$ cat src/rtl/mem_stage_pkg.sv
// Shared types and geometry constants for the MEM-stage data cache.
// The address splits into byte offset, line index and tag, from the LSB upwards.
package mem_stage_pkg;
   localparam int INDEX_BITS_DEF = 4;
   localparam int ADDR_W_DEF     = 64;
   localparam int DATA_W_DEF     = 64;
   localparam int OFFSET_W       = 3;
   localparam int TAG_W_DEF      = ADDR_W_DEF - INDEX_BITS_DEF - OFFSET_W;

   typedef enum logic [2:0] {
      IDLE,
      RD_REQ,
      FILL,
      WR_REQ,
      WR_DONE
   } state_t;

   function automatic int tag_width(input int addr_w, input int index_bits);
      return addr_w - index_bits - OFFSET_W;
   endfunction
endpackage

$ cat src/rtl/dcache_array.sv
// Direct-mapped line storage: one valid bit, tag and data word per line.
// Lookup is combinational. Only the valid bits are reset, which invalidates every line.
module dcache_array
   import mem_stage_pkg::*;
#(
   parameter int INDEX_BITS = INDEX_BITS_DEF,
   parameter int TAG_W      = TAG_W_DEF,
   parameter int DATA_W     = DATA_W_DEF
) (
   input  logic                  clk,
   input  logic                  rst_n,
   input  logic [INDEX_BITS-1:0] rd_index,
   output logic                  rd_valid,
   output logic [TAG_W-1:0]      rd_tag,
   output logic [DATA_W-1:0]     rd_data,
   input  logic                  wr_en,
   input  logic [INDEX_BITS-1:0] wr_index,
   input  logic [TAG_W-1:0]      wr_tag,
   input  logic [DATA_W-1:0]     wr_data
);
   localparam int LINES = 1 << INDEX_BITS;

   logic [LINES-1:0]  valid_reg;
   logic [TAG_W-1:0]  tag_mem  [LINES];
   logic [DATA_W-1:0] data_mem [LINES];

   genvar gi;
   generate
      for (gi = 0; gi < LINES; gi++) begin : g_valid
         always_ff @(posedge clk or negedge rst_n) begin
            if (!rst_n)
               valid_reg[gi] <= 1'b0;
            else if (wr_en && wr_index == gi[INDEX_BITS-1:0])
               valid_reg[gi] <= 1'b1;
         end
      end
   endgenerate

   always_ff @(posedge clk) begin
      if (wr_en) begin
         tag_mem[wr_index]  <= wr_tag;
         data_mem[wr_index] <= wr_data;
      end
   end

   assign rd_valid = valid_reg[rd_index];
   assign rd_tag   = tag_mem[rd_index];
   assign rd_data  = data_mem[rd_index];
endmodule

$ cat src/rtl/mem_stage_dcache.sv
// MEM-stage controller: serves loads from a write-through direct-mapped cache.
// hit=0 freezes the pipeline while a miss or store is in flight to backing memory.
module mem_stage_dcache
   import mem_stage_pkg::*;
#(
   parameter int INDEX_BITS = INDEX_BITS_DEF,
   parameter int ADDR_W     = ADDR_W_DEF,
   parameter int DATA_W     = DATA_W_DEF
) (
   input  logic              clk,
   input  logic              rst_n,
   input  logic              mem_read,
   input  logic              mem_write,
   input  logic [ADDR_W-1:0] addr,
   input  logic [DATA_W-1:0] write_data,
   input  logic              branch,
   input  logic              zero_flag,
   output logic [DATA_W-1:0] read_data,
   output logic              hit,
   output logic              pc_src,
   output logic              mem_req,
   output logic              mem_we,
   output logic [ADDR_W-1:0] mem_addr,
   output logic [DATA_W-1:0] mem_wdata,
   input  logic [DATA_W-1:0] mem_rdata,
   input  logic              mem_ack
);
   localparam int TAG_W = tag_width(ADDR_W, INDEX_BITS);

   state_t                  state_reg, state_next;
   logic [DATA_W-1:0]       fill_data_reg;
   logic [INDEX_BITS-1:0]   index;
   logic [TAG_W-1:0]        tag;
   logic                    rd_valid;
   logic [TAG_W-1:0]        rd_tag;
   logic [DATA_W-1:0]       rd_data;
   logic                    lookup_hit;
   logic                    wr_en;
   logic [DATA_W-1:0]       wr_data;

   assign index      = addr[OFFSET_W +: INDEX_BITS];
   assign tag        = addr[ADDR_W-1 -: TAG_W];
   assign lookup_hit = rd_valid && (rd_tag == tag);

   dcache_array #(
      .INDEX_BITS (INDEX_BITS),
      .TAG_W      (TAG_W),
      .DATA_W     (DATA_W)
   ) u_array (
      .clk      (clk),
      .rst_n    (rst_n),
      .rd_index (index),
      .rd_valid (rd_valid),
      .rd_tag   (rd_tag),
      .rd_data  (rd_data),
      .wr_en    (wr_en),
      .wr_index (index),
      .wr_tag   (tag),
      .wr_data  (wr_data)
   );

   always_ff @(posedge clk or negedge rst_n) begin
      if (!rst_n) begin
         state_reg     <= IDLE;
         fill_data_reg <= '0;
      end else begin
         state_reg <= state_next;
         if (state_reg == RD_REQ && mem_ack)
            fill_data_reg <= mem_rdata;
      end
   end

   // Stores win over loads; a store updates the cache only if the line already holds it.
   always_comb begin
      state_next = state_reg;
      hit        = 1'b0;
      mem_req    = 1'b0;
      mem_we     = 1'b0;
      wr_en      = 1'b0;
      wr_data    = write_data;
      read_data  = '0;
      case (state_reg)
         IDLE: begin
            if (mem_write) begin
               state_next = WR_REQ;
            end else if (mem_read) begin
               if (lookup_hit) begin
                  hit       = 1'b1;
                  read_data = rd_data;
               end else begin
                  state_next = RD_REQ;
               end
            end else begin
               hit = 1'b1;
            end
         end
         RD_REQ: begin
            mem_req = 1'b1;
            if (mem_ack)
               state_next = FILL;
         end
         FILL: begin
            wr_en      = 1'b1;
            wr_data    = fill_data_reg;
            state_next = IDLE;
         end
         WR_REQ: begin
            mem_req = 1'b1;
            mem_we  = 1'b1;
            if (mem_ack) begin
               wr_en      = lookup_hit;
               state_next = WR_DONE;
            end
         end
         WR_DONE: begin
            hit        = 1'b1;
            state_next = IDLE;
         end
         default: state_next = IDLE;
      endcase
   end

   assign pc_src    = branch & zero_flag;
   assign mem_addr  = addr & ~{{(ADDR_W-OFFSET_W){1'b0}}, {OFFSET_W{1'b1}}};
   assign mem_wdata = write_data;
endmodule

$ cat config.mk
export PLATFORM = sky130hd
export DESIGN_NAME = mem_stage_dcache
export DESIGN_NICKNAME = d
export VERILOG_FILES = /design/src/rtl/mem_stage_pkg.sv /design/src/rtl/dcache_array.sv /design/src/rtl/mem_stage_dcache.sv
export SDC_FILE = /design/constraint.sdc
export NUM_CORES = 2
export LEC_CHECK = 0
export ABC_AREA = 1
export BUFFER_PORTS_ARGS = -buffer_cell sky130_fd_sc_hd__buf_2
export CAP_MARGIN = 20
export CORE_ASPECT_RATIO = 0.9
export CORE_MARGIN = 1.5
export CORE_UTILIZATION = 25
export CTS_BUF_LIST = sky130_fd_sc_hd__clkbuf_8
export DETAILED_ROUTE_END_ITERATION = 8
export PLACE_DENSITY = 0.4
export SYNTH_ARGS = -nofsm -noshare
export SYNTH_HDL_FRONTEND = slang
export SYNTH_SLANG_ARGS = --single-unit
$ cat constraint.sdc
create_clock -name clk -period 19.8 [get_ports clk]
set_input_delay 1.98 -clock clk [delete_from_list [all_inputs] [get_ports clk]]
set_output_delay 1.98 -clock clk [all_outputs]
set_load 0.01 [all_outputs]
== Yosys cells after proc, flatten, opt, wreduce, memory -nomap -nowiden ==
Memories as Yosys holds them, arrays and structs flattened.
Cells that the tools add are included.

* Output and inout port bits: 196
* Bits of input ports: 199
* Bits in read-only memories: 0
* Register bits after elaboration: 83
* Bits in writable memories: 1,936
* Memories: 2
* Word-level logic and storage cells: 91
* Bits in latches: 0

* Bitwise logic cells: 1
* Shifts and indexed selects: 0
* $mul: 0
* Reduce and logical (&&, ||, !) cells: 22
* $add $sub $neg: 0
* $lt $le $gt $ge: 1
* Mux-type cells: 23
* Div/mod/pow operators: 0
* Equality and inequality tests: 24

{| class="wikitable"
|+ Memories
! memory !! depth !! width !! read ports !! clocked after memory_dff !! write ports !! RTL line !! text
|-
| u_array.data_mem || 16 || 64 || 1 || 0 || 1 || dcache_array.sv:25 || <nowiki>logic [DATA_W-1:0] data_mem [LINES];</nowiki>
|-
| u_array.tag_mem || 16 || 57 || 1 || 0 || 1 || dcache_array.sv:24 || <nowiki>logic [TAG_W-1:0] tag_mem [LINES];</nowiki>
|}

{| class="wikitable"
|+ Operator list
! operator !! count
|-
| 64-bit two-way mux || 5
|-
| 57-bit == test || 1
|-
| 4-bit == test, second input constant || 8
|-
| 1-bit logical AND || 18
|-
| 4-bit by 3-bit == test with 1-bit output, second input constant || 4
|-
| 3-bit two-way mux || 5
|-
| 1-bit two-way mux || 9
|-
| 3-bit case mux with 3 select lines || 1
|-
| 4-bit by 2-bit == test with 1-bit output, second input constant || 2
|-
| 3-bit by 2-bit == test with 1-bit output, second input constant || 2
|-
| 3-bit inequality test, second input constant || 2
|-
| 4-bit by 5-bit less-than comparator with 1-bit output, second input constant || 1
|-
| 1-bit binary-select mux with 4-bit select || 1
|-
| 4-bit by 1-bit == test with 1-bit output, second input constant || 1
|-
| 4-bit logical NOT || 1
|-
| 2-bit inequality test, second input constant || 2
|-
| 1-bit case mux with 2 select lines || 2
|-
| 4-bit AND reduction || 1
|-
| 3-bit by 1-bit == test with 1-bit output, second input constant || 1
|-
| 3-bit == test, second input constant || 1
|-
| 3-bit logical NOT || 1
|-
| 2-bit OR reduction || 1
|-
| 1-bit AND || 1
|}

== Longest topological paths before layout ==
* Depth in word-level cells: 7
* Depth in mapped cells: 23
* Mapped depth without buffers: 20

== Hierarchy ==
A second synthesis with hierarchy kept.

* Cell total of the unflattened synthesis: 9,005
* Area, all modules: 90,235.3 µm²

{| class="wikitable"
|+ By module, submodules not included
! module !! sequential area each (µm²) !! cells each !! area each (µm²) !! times used
|-
| dcache_array || 58,536.1 || 7,906 || 83,378.7 || 1
|-
| mem_stage_dcache || 1,676.6 || 1,099 || 6,856.6 || 1
|}

== Worst setup path before layout ==
Ideal clock, no wire load.

* Path type: input -> register
* From: input addr[3]
* To: memory u_array.data_mem[7][0] (netlist bit) (enable)
* Arrival: 8,922 ps
* Setup time: 604 ps
* Stages on the path: 23
* Setup slack: 10,273 ps
* Path buffers: 4
* Required time: 19,196 ps
* Cells stage by stage: buf_4 -> inv_2 -> buf_2 -> buf_2 -> nand2_1 -> nand2_1 -> nand2_1 -> nand3_1 -> nand2_1 -> nand2_1 -> nor2_1 -> nand2_1 -> nand2_1 -> nor2_1 -> nand2_1 -> nor2_1 -> nand2_1 -> nor2_2 -> nand3_1 -> nand2_2 -> buf_4 -> nand2_1 -> nor2_1

* Cells in the longest elaborated chain, start to end: 7
* Elaborated cells between the ends (all ways): 9
* Those cells by class: eq/ne (1); mux (6); reduce/logical (1); memory (1)

{| class="wikitable"
|+ Ends and longest elaborated chain
! item !! RTL line !! text
|-
| start: declaration || mem_stage_dcache.sv:14 || <nowiki>input logic [ADDR_W-1:0] addr,</nowiki>
|-
| memory read 16 x 57 bit or 1-bit binary-select mux with 4-bit select (tied branches) || n/a ||
|-
| 57-bit == test or 1-bit two-way mux (tied branches) || mem_stage_dcache.sv:43, dcache_array.sv:46 ||
|-
| 1-bit logical AND || mem_stage_dcache.sv:43 || <nowiki>assign lookup_hit = rd_valid && (rd_tag == tag);</nowiki>
|-
| 1-bit two-way mux || mem_stage_dcache.sv:110 || <nowiki>if (mem_ack) begin</nowiki>
|-
| 1-bit case mux with 2 select lines || mem_stage_dcache.sv:82 || <nowiki>case (state_reg)</nowiki>
|-
| 1-bit two-way mux || dcache_array.sv:40 || <nowiki>if (wr_en) begin</nowiki>
|-
| 1-bit two-way mux (not written as such) || dcache_array.sv:42 || <nowiki>data_mem[wr_index] <= wr_data;</nowiki>
|-
| end: declaration || dcache_array.sv:25 ||
|}

Several ways; a longest one is shown, not always the timed one. The select of a mux whose other input is x is not followed.

== Final worst setup path ==
* From: input addr[4]
* To: output read_data[2]

* Cells in the longest elaborated chain, start to end: 7
* Elaborated cells between the ends (all ways): 10
* Those cells by class: eq/ne (1); mux (6); reduce/logical (1); memory (2)

{| class="wikitable"
|+ Ends and longest elaborated chain
! item !! RTL line !! text
|-
| memory read 16 x 57 bit or 1-bit binary-select mux with 4-bit select (tied branches) || n/a ||
|-
| 57-bit == test or 1-bit two-way mux (tied branches) || mem_stage_dcache.sv:43, dcache_array.sv:46 ||
|-
| 1-bit logical AND || mem_stage_dcache.sv:43 ||
|-
| 64-bit two-way mux (*) || mem_stage_dcache.sv:87 || <nowiki>if (lookup_hit) begin</nowiki>
|-
| 64-bit two-way mux (*) || mem_stage_dcache.sv:86 || <nowiki>end else if (mem_read) begin</nowiki>
|-
| 64-bit two-way mux (*) || mem_stage_dcache.sv:84 || <nowiki>if (mem_write) begin</nowiki>
|-
| 64-bit two-way mux (*) || mem_stage_dcache.sv:82 ||
|-
| end: declaration || mem_stage_dcache.sv:18 || <nowiki>output logic [DATA_W-1:0] read_data,</nowiki>
|}

Every way passes the cells marked *; elsewhere a longest branch is shown, timed or not. The select of a mux whose other input is x is not followed.

==> flow_summary.toml <==
[logic_synthesis]
synth_cells = 6370
ys_ff_latch = 2019
synth_cell_type_count = 27
synth_area_um2 = 79590
synth_area_leaders = "edfxtp_1 73%, nand2_1 11%, o22ai_1 4.0%"
yosysSeqAreaShare = 0.7566
synth_top_area_share = 0.7305
synth_area_per_cell_um2 = 12.49
synth_largest_area_cell = "edfxtp_1"
yosysWarningCount = 0

[clocking]
cts_tree = "yes"
clk_path_buf_depth = 4
cts_sinks = 2019
cts-root-buf = "clkbuf_8"
postCtsSetupBuffers = 0
worstSkewPairLatency_ps = 1010
ctsHoldBuffers = 0
cts_buffers = 346
cts_max_level = 5
cts_resized = 0
clk_pin_slew_worst_paths_ps = 60

[global_route]
grt_max_degree = 158
overflow = 0
grt_pass1_vias = 50866
antenna_found_initial = 15
grt_pass1_wl_um = 363600
grt.total_usage = 0.1546

[detailed_routing]
drt_iter0_markers = 3979
drtPass1Iterations = 7
postRouteWirelength_um = 255300
wl_per_cell_um = 22.57
vias = 50259
postRouteAntennaNets = 0
avgViaCountPerCell = 4.443
remaining_drc_errors = 0

[sta]
fmaxAchievable_ghz = 0.09388
slew_viol_final = 0
timing.final.crit_share = 0.5379
fin_worst_skew_ps = 93.95
worst_slew_pin_slew_ps = 1171
fin_setup_tns_ps = 0
setup_viol = 0
rsz0062_at_grt = "no"
min_period_ps = 10650
finalWorstSetupSlack_ps = 9149
hold_violations = 0
relSlewSlack = 0.2194

[hold_path]
hold_path_depth = 2
hold_class = "flip-flop to flip-flop"
hp-start = "u_array.valid_reg[15]"
whs_endpoint = "u_array.valid_reg[15]"

[place]
globalplace.congestion = 0.7010
dp_hpwl_um = 122300
dpl_cell_area_um2 = 85840
place_ws_ps = 9022
portBuffers = 388
dp_cells = 10685

[critical_path]
reg2reg_slack_ps = 13960
cp_max_fo = 52
critPathSlowestCell = "nor3_1"
critPathKind = "input port to output pin"
crit_family = "buffers and inverters"
arrival_ps = 8670
worstPathCellList = "buf_6 > inv_8 > buf_4 > buf_4 > buf_4 > nand2_1 > nand2_1 > nand2_1 > nand2_1 > nor2_1 > nand2_1 > nand2_1 > nor2_1 > nand2_1 > nor2_1 > nand2_1 > nor2_2 > nand3_4 > buf_4 > nor3_1 > buf_2"
worstReg2RegStart = "u_array.tag_mem[3][8]"
r2r_cells = 19
start_kind = "input port"
endpoint_kind = "output pin"
cpPeakStageDelay_ps = 870
cp.required_ps = 17820
cpMostUsedCell = "nand2_1"
timing.rr.end = "u_array.tag_mem[0][13]"
path_buf_inv = 7

[cells_and_area]
final_cell_count_no_fill = 11312
mostFrequentLayoutCell = "nand2_1"
multi_input_area_um2 = 16620
syn2layout_area_growth_pct = 15.47
design_area_um2 = 91900
nFillCells = 32657
final-seq-area_um2 = 60210
layout-drive-gt1-share = 0.1386
largest_reg_flops = 1024
final_cell_mix = "2284 x nand2_1, 1936 x edfxtp_1, 512 x o22ai_1"
fin_nets = 6978

[job]
cap_violations = 0

[status]
status = "complete, no violations"

[power_and_ir_drop]
power.density_nw_per_um2 = 105.8
ir_drop_mv = 0.05266
leakage_nw = 33.69

[floorplan]
start_util = 0.2512
core_area_um2 = 316800
die_w_um = 597.7
ios = 395
design.die.area_um2 = 321700
fp.dieH_um = 538.3
rows = 196
## final cells by class
class / count / share of cell area
clock buffers: 352 / 0.05272
clock inverters: 259 / 0.01266
well taps: 4257 / 0.05796
multi-input cells: 3757 / 0.1808
diodes: 13 / 0.0003540
flip-flops and latches: 2019 / 0.6552
inverters: 124 / 0.006590
repair buffers: 531 / 0.03371
## metal layers
metal  vias to the layer above  share of wire  global-route usage
li1                      23397              -                   -
met1                     25240           0.46              0.2111
met2                      1274           0.47              0.2552
met3                       348          0.048             0.02458
met4                         0          0.021             0.03870
met5                         -              0                   0
## metrics by stage
| step | power [mW] | utilization | hold WS [ps] |
|---|---|---|---|
| after floorplan | 5.857 | - | 421.6 |
| final | 9.727 | 0.2901 | 456.3 |
| after CTS | 9.854 | 0.2899 | 455.6 |
| after global placement | 6.373 | 0.2708 | 434.3 |
| after global routing | 10.15 | 0.2900 | 483.5 |
| after detailed placement | 6.406 | 0.2709 | 441.1 |
## worst register-to-register path: stages (launching register included)
cell and delay (ps):
edfxtp_1 360, nand2_1 70, nand2_1 60, nand2_1 50, nand2_1 60, nand2_1 50
nand2_1 110, o21bai_1 520, nand2_1 130, nor2_1 120, nand2_1 120, nor2_1 190
nand2_1 90, nor2_2 440, nand3_1 180, nand2_2 350, nand3_1 300, inv_8 600
buf_4 800, buf_4 810
## synth_stat cells
cell type / n
nand2_1: 2288
edfxtp_1: 1936
o22ai_1: 512
nor2_1: 296
o21ai_0: 282
clkbuf_1: 195
buf_4: 132
inv_1: 119
buf_2: 103
nand3_1: 96
a21oi_1: 85
dfrtp_1: 83
nand4_1: 74
nor3_1: 48
buf_1: 42
o21bai_1: 42
nor3_2: 18
inv_2: 5
nor2_2: 3
o21ai_1: 3
a22oi_1: 2
conb_1: 1
nand2_2: 1
nand3_2: 1
nor2_4: 1
o21a_1: 1
or2_2: 1
## power by group
group / internal (mW) / total [mW] / switching, mW
clock network: 1.70 / 3.43 / 1.73
logic: 0.260 / 1.14 / 0.875
registers: 5.13 / 5.17 / 0.0341
## cell families (layout without fill, tap and decap cells)
kind of cell,count (synthesis),in the layout,synth area share
buf+inv,596,1266,0.03595
compound gates,927,927,0.06776
flops,2019,2019,0.7566
other cells,1,16,0.00004712
simple gates,2827,2827,0.1397
## worst max-delay path by stage
stage / start / endpoint / slack (ps) / depth (start not counted)
floorplan: addr[3] / u_array.data_mem[7][0] / 10270 / 23
global placement: addr[4] / read_data[63] / 9040 / 21
detailed placement: addr[4] / read_data[63] / 9020 / 21
CTS: addr[4] / read_data[63] / 8990 / 21
global route: addr[4] / read_data[2] / 8740 / 21
finish: addr[4] / read_data[2] / 9150 / 21
Note: power is estimated with default switching activity, not from simulation.
